**src/rtl/icache_fetch_scheduler.sv**
```systemverilog
// Fetch thread scheduler for the multithreaded I$. Each thread runs its own
// IDLE/RUN/MISS/HALT tracker; one thread per cycle is granted round-robin with a quantum.
module icache_fetch_thr_fsm (
  input  logic clk_i,
  input  logic rst_ni,
  input  logic allow_i,
  input  logic active_i,
  input  logic stall_i,
  input  logic ready_i,
  input  logic xcpt_i,
  output logic elig_o,
  output logic busy_d_o,
  output logic halted_o
);
  typedef enum logic [1:0] {IDLE, RUN, MISS, HALT} thr_state_e;

  thr_state_e state_q, state_d;
  logic       halted_q;

  // Bus error wins over everything; a pending miss is tracked even if the thread is disabled.
  function automatic thr_state_e next_state(thr_state_e s, logic act, logic rdy, logic xcpt);
    thr_state_e n;
    n = s;
    if (xcpt) n = HALT;
    else begin
      case (s)
        IDLE:    if (act) n = RUN;
        RUN:     if (!rdy) n = MISS; else if (!act) n = IDLE;
        MISS:    if (rdy) n = RUN;
        default: if (!act) n = IDLE;
      endcase
    end
    return n;
  endfunction

  assign state_d  = next_state(state_q, active_i, ready_i, xcpt_i);
  assign elig_o   = (state_q == RUN) && ready_i && !stall_i && active_i && allow_i;
  assign busy_d_o = (state_d == RUN) || (state_d == MISS);
  assign halted_o = halted_q;

  always_ff @(posedge clk_i) begin
    if (!rst_ni) begin
      state_q  <= IDLE;
      halted_q <= 1'b0;
    end else begin
      state_q  <= state_d;
      halted_q <= (state_d == HALT);
    end
  end
endmodule

module icache_fetch_scheduler #(
  parameter int NUM_THR = 4,
  parameter int TID_W   = 2,
  parameter int QUANTUM = 4,
  parameter int QCNT_W  = 3
) (
  input  logic               clk_i,
  input  logic               rst_ni,
  input  logic               mt_mode_i,
  input  logic [NUM_THR-1:0] thread_active_i,
  input  logic [NUM_THR-1:0] thread_stall_i,
  input  logic [NUM_THR-1:0] icache_ready_i,
  input  logic               xcpt_bus_error_i,
  input  logic [TID_W-1:0]   xcpt_thread_id_i,
  output logic               req_valid_o,
  output logic [TID_W-1:0]   req_thread_id_o,
  output logic [NUM_THR-1:0] thread_halted_o,
  output logic               all_idle_o
);
  logic [NUM_THR-1:0] elig, busy_d;
  logic               vld_q, vld_d, all_idle_q, mt_q;
  logic [TID_W-1:0]   tid_q, tid_d, ptr_q, ptr_d, cand;
  logic [QCNT_W-1:0]  qcnt_q, qcnt_d;
  logic               found;

  for (genvar t = 0; t < NUM_THR; t++) begin : g_thr
    icache_fetch_thr_fsm u_fsm (
      .clk_i    (clk_i),
      .rst_ni   (rst_ni),
      .allow_i  ((t == 0) ? 1'b1 : mt_mode_i),
      .active_i (thread_active_i[t]),
      .stall_i  (thread_stall_i[t]),
      .ready_i  (icache_ready_i[t]),
      .xcpt_i   (xcpt_bus_error_i && (xcpt_thread_id_i == TID_W'(t))),
      .elig_o   (elig[t]),
      .busy_d_o (busy_d[t]),
      .halted_o (thread_halted_o[t])
    );
  end

  // Stay on the current thread until its quantum runs out, else rotate from ptr+1.
  always_comb begin
    vld_d  = 1'b0;
    tid_d  = tid_q;
    ptr_d  = ptr_q;
    qcnt_d = '0;
    cand   = '0;
    found  = 1'b0;
    if (vld_q && elig[tid_q] && (qcnt_q < QCNT_W'(QUANTUM - 1))) begin
      vld_d  = 1'b1;
      qcnt_d = qcnt_q + QCNT_W'(1);
    end else begin
      for (int i = 1; i <= NUM_THR; i++) begin
        cand = TID_W'((int'(ptr_q) + i) % NUM_THR);
        if (!found && elig[cand]) begin
          found = 1'b1;
          tid_d = cand;
          ptr_d = cand;
        end
      end
      vld_d = found;
    end
    if (mt_mode_i != mt_q) qcnt_d = '0;
  end

  always_ff @(posedge clk_i) begin
    if (!rst_ni) begin
      vld_q      <= 1'b0;
      tid_q      <= '0;
      ptr_q      <= TID_W'(NUM_THR - 1);
      qcnt_q     <= '0;
      all_idle_q <= 1'b1;
    end else begin
      vld_q      <= vld_d;
      tid_q      <= tid_d;
      ptr_q      <= ptr_d;
      qcnt_q     <= qcnt_d;
      all_idle_q <= ~|busy_d;
    end
    mt_q <= mt_mode_i;
  end

  assign req_valid_o     = vld_q;
  assign req_thread_id_o = tid_q;
  assign all_idle_o      = all_idle_q;
endmodule

```
**config.mk**
```make
export PLATFORM = sky130hd
export DESIGN_NAME = icache_fetch_scheduler
export DESIGN_NICKNAME = d
export VERILOG_FILES = /design/src/rtl/icache_fetch_scheduler.sv
export SDC_FILE = /design/constraint.sdc
export NUM_CORES = 1
export LEC_CHECK = 0
export BUFFER_PORTS_ARGS = -buffer_cell sky130_fd_sc_hd__buf_4
export CORE_MARGIN = 5
export CORE_UTILIZATION = 57
export CTS_CLUSTER_DIAMETER = 50
export DETAILED_ROUTE_END_ITERATION = 10
export GPL_ROUTABILITY_DRIVEN = 0
export PLACE_DENSITY = 0.83
export SLEW_MARGIN = 10
export SYNTH_ARGS = -nofsm -noshare
export SYNTH_HDL_FRONTEND = slang
export SYNTH_SLANG_ARGS = --single-unit
```
**constraint.sdc**
```tcl
create_clock -name clk_i -period 3.2 [get_ports clk_i]
set_clock_uncertainty 0.1 [all_clocks]
set_input_delay 0.48 -clock clk_i [delete_from_list [all_inputs] [get_ports clk_i]]
set_output_delay 0.48 -clock clk_i [all_outputs]
set_load 0.1 [all_outputs]
```
==> metrics.txt, run 1 <==
crit-path max cell delay=approximately 670 ps; sequential power share=0.450; Min Clock Period, post-route=2240 ps; htree depth=1; post-cts resize count=0; Synth-to-Final Area Change=18.3%; vias in the first global route=1126; wire per inst=14.2 um; Final #Nets=190; # IOs=26; VDD IR max=307 uV; CTS Sinks=22; Clock Power Share=0.315; largest cells by area after synthesis=dfxtp_1 (35%), and2_1 (5.0%), ha_1 (5.0%), nor2_1 (4.2%), nand2_1 (3.9%); Comb power frac=0.234; Setup Fix Bufs, Post-CTS=0; count of final hold-check violations=0; LEAKAGE=0.633 nW; Buffers on Ports=25; largest net degree at the start of global routing=14; setup TNS=0 ps; later-pin clock latency in the skew report=approximately 320 ps; Starting Density=0.583; Yosys reg bits=22; Root Buffer=clkbuf_4; layout cells sized above 1=0.205; EDFF count, synth=0; Max Cap Violations=0; Final ANT Viol Nets=0; # diodes=0; Fmax=0.447 GHz; sw frac=0.299; dominant synthesized flop cell=dfxtp_1; slew margin rel.=0.631; status=finished, final reports clean; Syn Nets=168; first-pass GRT wire length=4640 um; Cell variety after synth=49; GRT overflow=0; crit path DAT=about 2400 ps; P per Cell Area=462 nW/um^2; CP required=around 3300 ps; register area share after synthesis=0.352; CTS clk-pin slew, worst paths=about 130 ps; Crit Path Category=flip-flop to flip-flop; Num CTS Buffers=3; fin crit share=0.700; final WL=2750 um; Slew Limit Fails=0; Worst setup SP type=flip-flop; placed inst area=1430 sq um; Final setup viols=0; Hold/Removal Path Class=input pin to flip-flop; Net Switching=0.204 mW; Post-CTS Hold Buffers=0; Clock Path Buffers=2; placed cells=190; asr flop ratio synth=0; post-synthesis instance area=1250 sq um; post-route insts no fill=194; area leader, netlist=dfxtp_1; worst-path cell chain=nand2b_4 > or4b_1 > a211oi_1 > a211oi_1 > and3_1 > a211o_1; core area=2150 sq um; Critical Path Fanout Max=8; cell row count=17; design area=between 1000 and 1500 sq um; worst hold slack=201 ps; die footprint=3230 sq um; CTS tree=yes; FF-to-FF setup slack=960 ps; area share of the largest cell type after synthesis=0.352; Crit-path slowest cell=or4b_1; initial antenna violation count=0; GRT Total Usage=0.180; cell family with most CP delay=simple AND/OR/NAND/NOR gates; Ys Warns=0; drt drc=0; Die W=56.9 um; CP dominant cell by count=a211oi_1; synthesized area per cell=8.64 sq um; Int Power=0.480 mW; RSZ-0062 raised after global routing=no; buffers and inverters on the worst path=0; hpwl dp=approximately 2200 um; 1st-pass router iterations=4; vias=roughly 1.1k; Worst Max-Slew Pin Slew=539 ps; Syn Inst Count=~150; Die Y=roughly 57 um; DR iter-0 viols=25; routed vias/inst=5.82; Worst Setup End Kind=flip-flop
-- cells in the mapped netlist, types with 4 or more instances --
cell,instances
dfxtp_1,22
o21ai_0,4
inv_1,9
and2_1,10
xnor2_1,5
a21oi_1,6
nand2_1,13
nor2_1,14
buf_4,4
ha_1,5
-- power groups by stage --
stage	clock (mW)	combinational, mW	sequential, mW
after global routing	0.232	0.173	0.311
after CTS	0.222	0.161	0.308
final	0.216	0.160	0.308
after floorplan	0	0.0954	0.332
after detailed placement	0	0.160	0.314
after global placement	0	0.155	0.312
-- path summary, 6_finish.rpt --
| path | startpoint | depth (start not counted) | to |
|---|---|---|---|
| worst max-delay path | g_thr[1].u_fsm.state_q[1] | 6 | ptr_q[1] |
| worst min-delay path | mt_mode_i | 1 | mt_q |
| worst max register to register | g_thr[1].u_fsm.state_q[1] | 6 | ptr_q[1] |
| worst min register to register | qcnt_q[0] | 1 | qcnt_q[0] |
-- final cells by class --
type                            instances  area, sq um
Timing Repair Buffer                   25          188
Multi-Input combinational cell        106          732
Fill cell                             187          667
Inverter                                9         33.8
Sequential cell                        22          440
Clock inverter                          1         30.0
Tap cell                               28         35.0
Clock buffer                            3         22.5
-- flip-flops by register name (all words and copies together), names as in the netlist --
signal and count:
all_idle_o 1, g_thr.u_fsm.halted_o 4, mt_q 1, g_thr.u_fsm.state_q 8, req_valid_o 1, qcnt_q 3, ptr_q 2, req_thread_id_o 2
-- worst reg2reg max path, delay by kind of cell, from the launching register on --
| kind | cells | cell delay (ps) |
|---|---|---|
| DFF | 1 | 360 |
| and+or+nand+nor | 3 | 1000 |
| AOI/OAI and AO/OA | 3 | 660 |
-- metrics by stage --
stage	utilization	setup WS [ps]	power, mW
5_1_grt	0.690	849	0.716
3_5_place_dp	0.665	848	0.474
3_3_place_gp	0.665	896	0.468
6_report	0.690	961	0.684
4_1_cts	0.690	958	0.691
2_1_floorplan	-	886	0.428
-- layout by cell type (no fill, tap or decap), types with 4 or more instances in the layout --
cell type | netlist | routed
nor2_1 | 14 | 14
dfxtp_1 | 22 | 22
o21ai_0 | 4 | 4
ha_1 | 5 | 5
buf_4 | 4 | 25
nand2_1 | 13 | 13
a21oi_1 | 6 | 6
inv_1 | 9 | 9
and2_1 | 10 | 10
xnor2_1 | 5 | 5
-- metal layers --
| layer | GRT usage | wire length (um) | vias up |
|---|---|---|---|
| met4 | 0.0728 | 61 | 0 |
| met2 | 0.328 | 1380 | 34 |
| met5 | 0 | 0 | - |
| met3 | 0.0345 | 128 | 7 |
| met1 | 0.203 | 1180 | 523 |
| li1 | - | - | 566 |
-- kinds of logic (layout without fill, tap and decap cells) --
logic type	after synthesis	after routing	synth area share
compound gates	36	36	0.208
flops	22	22	0.352
fa+ha+maj	5	5	0.0500
mux	2	2	0.0260
simple gates	57	57	0.259
xor+xnor	6	6	0.0420
buf+inv	17	38	0.0639
(Power assumes the default switching activity.)
==> inputs of run 2 (changes only) <==
--- a/config.mk
+++ b/config.mk
@@ -5,13 +5,14 @@
 export SDC_FILE = /design/constraint.sdc
 export NUM_CORES = 1
 export LEC_CHECK = 0
+export ABC_AREA = 1
 export BUFFER_PORTS_ARGS = -buffer_cell sky130_fd_sc_hd__buf_4
 export CORE_MARGIN = 5
-export CORE_UTILIZATION = 57
+export CORE_UTILIZATION = 53
 export CTS_CLUSTER_DIAMETER = 50
 export DETAILED_ROUTE_END_ITERATION = 10
 export GPL_ROUTABILITY_DRIVEN = 0
-export PLACE_DENSITY = 0.83
+export PLACE_DENSITY = 0.77
 export SLEW_MARGIN = 10
 export SYNTH_ARGS = -nofsm -noshare
 export SYNTH_HDL_FRONTEND = slang
==> constraint.sdc (replaced) <==
create_clock -name clk_i -period 2.25 [get_ports clk_i]
set_clock_uncertainty 0.1 [all_clocks]
set_input_delay 0.3375 -clock clk_i [delete_from_list [all_inputs] [get_ports clk_i]]
set_output_delay 0.3375 -clock clk_i [all_outputs]
set_load 0.1 [all_outputs]
==> run 2 against run 1 <==
Global-route usage shrank 0.14 points. First-iteration DRC count grew 130%. Synthesized area grew 2.6%. Cell count grew 23%. Via count grew 8.7%. Sequential cell count is the same. Largest power group is now combinational cells. Wire length shrank 0.58%. Sequential power grew 64%. Count of clock-buffer cells in the layout is the same. Design area grew 0.25%. Sequential share of layout area shrank 0.075 points.
==> metrics.txt, run 2 <==
synthesized area per cell=6.80 sq um (-21%); sequential power share=0.351 (-0.099); wire per inst=11.5 um (-19%); cell family with most CP delay=simple AND/OR/NAND/NOR gates; P per Cell Area=970 nW/um^2 (+110%); setup TNS=0 ps (unchanged); CP dominant cell by count=nand2_1; simple-gate share of the synthesized area=0.359 (+0.101); Worst Setup End Kind=flip-flop; Buffers on Ports=25 (unchanged); RSZ-0062 raised after global routing=no; crit path DAT=1980 ps (-370 ps); Critical Path Fanout Max=7 (-1); final worst setup slack=360 ps (-601 ps); most common cell in the synthesized netlist=nand2_1; register area share after synthesis=0.343 (-0.00890); post-cts resize count=0 (unchanged); most common cell after layout, fill and taps aside=nand2_1; vias=1228 (+8.7%); # IOs=26 (unchanged); Compound-Gate Fraction of Synth Area=0.106 (-0.102); Fmax=0.529 GHz (+18%); Setup Fix Bufs, Post-CTS=0 (unchanged); count of final hold-check violations=0 (unchanged); Synth-to-Final Area Change=15.6%; vias in the first global route=1127 (+0.089%); Starting Density=0.570 (-0.0131); drt drc=0 (unchanged); CTS Sinks=22 (unchanged); GRT overflow=0 (unchanged); area share of the largest cell type after synthesis=0.343 (-0.00890); routed vias/inst=5.16 (-11%); cell row count=17 (unchanged); 1st-pass router iterations=4 (unchanged); Syn Inst Count=189 (+30%); Num CTS Buffers=3 (unchanged); Synth Area in XOR/XNOR=0.0263 (-0.0157); fin crit share=0.840 (+0.140); # diodes=0 (unchanged); Yosys reg bits=22 (unchanged); Synth Area in Adders=0.0487 (-0.00126); Int Power=0.750 mW (+56%); core area=2250 sq um (+5.0%); VDD IR max=861 uV (+180%); main combinational cell family by area after synthesis=simple AND/OR/NAND/NOR gates; LEAKAGE=0.782 nW (+24%); htree depth=1 (unchanged); Die W=59.2 um (+4.2%); hpwl dp=2280 um (+3.9%); dominant synthesized flop cell=dfxtp_1; die footprint=3510 sq um (+8.5%); largest cells by area after synthesis=dfxtp_1 (34%), nand3_1 (14%), nand2_1 (11%), inv_1 (7.6%), nor2_1 (5.6%); area leader, netlist=dfxtp_1; most frequent cells in the layout=nand2_1 (38), nand3_1 (36), inv_1 (26), buf_4 (25), dfxtp_1 (22); initial antenna violation count=0 (unchanged); GRT Total Usage=0.179 (-0.00138); worst-path cell chain=inv_1 > nand3_1 > nand2_1 > nand2_1 > nand2_1 > inv_1 > nand2_2 > nor3_4 > nor2_2 > nand3_1 > o211ai_1; max reg flops=8 (unchanged); Die Y=59.2 um (+4.2%); layout cells sized above 1=0.190 (-0.0143); CP required=2340 ps (-970 ps); Crit Path Category=flip-flop to flip-flop; Comb power frac=0.531 (+0.297); Max Cap Violations=0 (unchanged); Post-CTS Hold Buffers=0 (unchanged); post-synthesis instance area=1280 sq um (+2.6%); Cell variety after synth=24 (-51%); buffers and inverters on the worst path=2 (+2); placed inst area=1460 sq um (+2.4%); crit-path max cell delay=500 ps (-170 ps); Net Switching=0.691 mW (+240%); design area=1490 sq um (+0.25%); Hold/Removal Path Class=input pin to flip-flop; Root Buffer=clkbuf_4; Ys Warns=0 (unchanged); sw frac=0.480 (+0.181); top cells by count, synth=nand2_1 (38), nand3_1 (36), inv_1 (26); Clock Power Share=0.118 (-0.197); first-pass GRT wire length=4900 um (+5.5%); mux contribution to synthesized area=0 (-0.0260); Worst setup SP type=flip-flop; slew margin rel.=0.741 (+0.110); CTS tree=yes; Min Clock Period, post-route=1890 ps (-349 ps); final WL=2740 um (-0.58%); Worst Max-Slew Pin Slew=388 ps (-151 ps); largest net degree at the start of global routing=12 (-2); Slew Limit Fails=0 (unchanged); asr flop ratio synth=0 (unchanged); Final setup viols=0 (unchanged); CTS clk-pin slew, worst paths=110 ps (-20 ps); DR iter-0 viols=57 (+130%); EDFF count, synth=0 (unchanged); Syn Nets=212 (+26%); Crit-path slowest cell=dfxtp_1; Final #Nets=235 (+24%); status=finished, final reports clean; pre-CTS setup slack=380 ps (-468 ps); register bank with the most flops=g_thr.u_fsm.state_q; Final ANT Viol Nets=0 (unchanged); later-pin clock latency in the skew report=290 ps (-30 ps); Clock Path Buffers=2 (unchanged)
==> run 2: area by class of cell <==
cell class              count  area (sq um)
repair buffers             25           188
well taps                  28          35.0
inverters                  28           105
multi-input cells         132           694
fillers                   208           769
clock buffers               3          22.5
flip-flops and latches     22           440
==> run 2: cell families (layout without fill, tap and decap cells) <==
| kind of cell | Yosys count | in the layout |
|---|---|---|
| XOR/XNOR | 3 | 3 |
| AND/OR/NAND/NOR | 102 | 102 |
| adder cells (fa/ha/maj) | 5 | 5 |
| flip-flops | 22 | 22 |
| buffers and inverters | 35 | 56 |
| AO/OA/AOI/OAI | 22 | 22 |
==> run 2: path summary, 6_finish.rpt <==
kind                  start   endpoint  slack, ps  cells past startpoint
setup / recovery   ptr_q[0]   ptr_q[0]        360                     11
hold / removal    mt_mode_i       mt_q         90                      1
setup reg to reg   ptr_q[0]   ptr_q[0]        360                     11
hold reg to reg   qcnt_q[0]  qcnt_q[0]        370                      1
==> run 2: metal layers <==
layer  vias up  routed length, um  track usage
met2        34               1260        0.276
li1        653                  -            -
met5         -                  0            0
met4         0                 20       0.0518
met1       539               1280        0.253
met3         2                180       0.0305
==> run 2: power by group through the flow <==
stage	registers (mW)	clock network (mW)	logic, mW
2_1_floorplan	0.632	0	0.511
3_3_place_gp	0.508	0	0.754
3_5_place_dp	0.513	0	0.768
4_1_cts	0.505	0.178	0.769
5_1_grt	0.514	0.195	0.852
6_report	0.505	0.170	0.766
==> run 2: per-stage QoR <==
step	power [mW]	utilization	hold WS (ps)	cells
after CTS	1.45	0.659	80.6	238
after global placement	1.26	0.649	330	235
after floorplan	1.14	-	265	189
after global routing	1.56	0.659	74.3	238
final	1.44	0.659	92.3	238
after detailed placement	1.28	0.649	353	235
==> inputs of run 3 (changes only) <==
--- a/config.mk
+++ b/config.mk
@@ -8,11 +8,11 @@
 export ABC_AREA = 1
 export BUFFER_PORTS_ARGS = -buffer_cell sky130_fd_sc_hd__buf_4
 export CORE_MARGIN = 5
-export CORE_UTILIZATION = 53
+export CORE_UTILIZATION = 48
 export CTS_CLUSTER_DIAMETER = 50
 export DETAILED_ROUTE_END_ITERATION = 10
 export GPL_ROUTABILITY_DRIVEN = 0
-export PLACE_DENSITY = 0.77
+export PLACE_DENSITY = 0.74
 export SLEW_MARGIN = 10
 export SYNTH_ARGS = -nofsm -noshare
 export SYNTH_HDL_FRONTEND = slang
==> constraint.sdc (replaced) <==
create_clock -name clk_i -period 1.6 [get_ports clk_i]
set_clock_uncertainty 0.1 [all_clocks]
set_input_delay 0.24 -clock clk_i [delete_from_list [all_inputs] [get_ports clk_i]]
set_output_delay 0.24 -clock clk_i [all_outputs]
set_load 0.1 [all_outputs]
==> run 3 against run 2 <==
The run now ends with negative setup slack left. Sequential power grew 48%. First-iteration DRC count rose by 53%. Wire length increased by 63%. Largest cell class unchanged. Largest power group unchanged. Highest routed layer unchanged.
==> metrics.txt, run 3 (same netlist as run 2, synthesis figures left out) <==
status=finished with violations; failing checks=negative setup slack; vias in the first global route=1520 (+35%); cell row count=18 (+1); Root Buffer=clkbuf_4; Worst Max-Slew Pin Slew=469 ps (+81.1 ps); Post-CTS Hold Buffers=0 (unchanged); CP required=1750 ps (-590 ps); setup TNS=-870 ps (-870 ps); Final ANT Viol Nets=0 (unchanged); Worst setup SP type=flip-flop; Final setup viols=6 (+6); Buffers on Ports=25 (unchanged); Fmax=0.561 GHz (+6.1%); layout cells sized above 1=0.500 (+0.310); # IOs=26 (unchanged); count of final hold-check violations=0 (unchanged); # diodes=0 (unchanged); VDD IR max=1720 uV (+99%); most frequent cells in the layout=buf_4 (61), nand2_1 (28), nand3_1 (25), inv_1 (22), nor2_1 (13); LEAKAGE=1.01 nW (+30%); first-pass GRT wire length=6610 um (+35%); later-pin clock latency in the skew report=320 ps (+30 ps); Comb power frac=0.628 (+0.097); Die Y=61.7 um (+4.2%); RSZ-0062 raised after global routing=yes; FF-to-FF setup slack=-180 ps (-540 ps); Clock Path Buffers=2 (unchanged); placed cells=258 (+9.8%); GRT Total Usage=0.238 (+0.0589); max reg flops=8 (unchanged); slew margin rel.=0.687 (-0.0541); vias=1603 (+31%); htree depth=1 (unchanged); CTS tree=yes; Starting Density=0.509 (-0.0605); hpwl dp=2600 um (+14%); Crit Path Category=flip-flop to flip-flop; sw frac=0.479 (-0.000566); Die W=61.7 um (+4.2%); most common cell after layout, fill and taps aside=buf_4; fin crit share=1.11 (+0.273); Slew Limit Fails=0 (unchanged); Pwr Total=2.75 mW (+91%); GRT overflow=0 (unchanged); Hold/Removal Path Class=input pin to flip-flop; design area=2010 sq um (+35%); routed vias/inst=5.73 (+11%); core area=2520 sq um (+12%); wire per inst=15.9 um (+39%); Int Power=1.43 mW (+91%); Synth-to-Final Area Change=56.6%; Critical Path Fanout Max=4 (-3); drt drc=0 (unchanged); register bank with the most flops=g_thr.u_fsm.state_q; Final #Nets=274 (+17%); P per Cell Area=1370 nW/um^2 (+41%); post-route insts no fill=280 (+18%); largest net degree at the start of global routing=13 (+1); CTS clk-pin slew, worst paths=130 ps (+20 ps); DR iter-0 viols=87 (+53%); Net Switching=1.32 mW (+91%); Min Clock Period, post-route=1780 ps (-108 ps); die footprint=3810 sq um (+8.6%); final worst setup slack=-181 ps (-542 ps); Max Cap Violations=0 (unchanged); CTS Sinks=22 (unchanged); Fillers=151 (-27%); 1st-pass router iterations=4 (unchanged); initial antenna violation count=0 (unchanged); crit path DAT=1940 ps (-40 ps); placed inst area=1630 sq um (+11%); sequential power share=0.271 (-0.080); Clock Power Share=0.101 (-0.017); final WL=4460 um (+63%); Worst Setup End Kind=flip-flop; Num CTS Buffers=3 (unchanged)
## run 3: cell count changes in the layout (fill, tap and decap cells not counted), moves of 6 or more
| cell | change |
|---|---|
| buf_4 | +36 |
| dfxtp_1 | -13 |
| nand3_1 | -11 |
| nand2_1 | -10 |
| dfxtp_2 | +9 |
| nand3_2 | +8 |
| nand2_2 | +6 |
| nor2_1 | -6 |
| nor2_4 | +6 |
## run 3: final timing paths
kind	from	to	cells past startpoint
setup / recovery	ptr_q[1]	req_thread_id_o[0]	11
hold / removal	rst_ni	all_idle_o	2
setup reg to reg	ptr_q[1]	req_thread_id_o[0]	11
hold reg to reg	qcnt_q[0]	qcnt_q[0]	1
## run 3: through the flow
stage,setup WS (ps),hold slack [ps],util
2_1_floorplan,6.58,168,-
3_3_place_gp,-119,325,0.646
3_5_place_dp,-248,344,0.646
4_1_cts,-87.4,52.3,0.749
5_1_grt,-279,49.5,0.798
6_report,-181,53.9,0.798
## run 3: critical path: stages, from the launching register on
cell and delay (ps):
dfxtp_4 390, xor2_4 200, inv_2 90, buf_6 100
nand3_4 80, nand2_2 90, inv_2 50, nor3_4 270
inv_2 60, nand2_2 80, nand2_2 60, a21oi_2 120
## run 3: layout make-up
type | instances | area, sq um | area share
tap | 30 | 37.5 | 0.0187
clock buffer | 4 | 26.3 | 0.0131
timing repair buffer | 64 | 492 | 0.244
multi-input combinational | 132 | 885 | 0.440
inverter | 28 | 105 | 0.0522
sequential | 22 | 467 | 0.232
## run 3: per-layer routing
layer  up-vias  global-route usage  share of wire  routed length [um]
li1        736                   -              -                   -
met1       751               0.255           0.37                1640
met2        86               0.416           0.50                2240
met3        30              0.0558          0.070                 313
met4         0               0.152          0.058                 260
met5         -                   0              0                   0
## run 3: power groups by stage
stage / combinational, mW / clock, mW / sequential (mW)
2_1_floorplan: 0.718 / 0 / 0.900
6_report: 1.73 / 0.277 / 0.745
3_3_place_gp: 1.15 / 0 / 0.714
4_1_cts: 1.46 / 0.277 / 0.739
3_5_place_dp: 1.19 / 0 / 0.714
5_1_grt: 1.84 / 0.290 / 0.754
## run 3: timing repair
| item | CTS | global route |
|---|---|---|
| endpoints found under the setup margin | 6 | 7 |
| pin swaps | 20 | 12 |
| gates resized for setup | 46 | 21 |
| setup buffers | 13 | 5 |
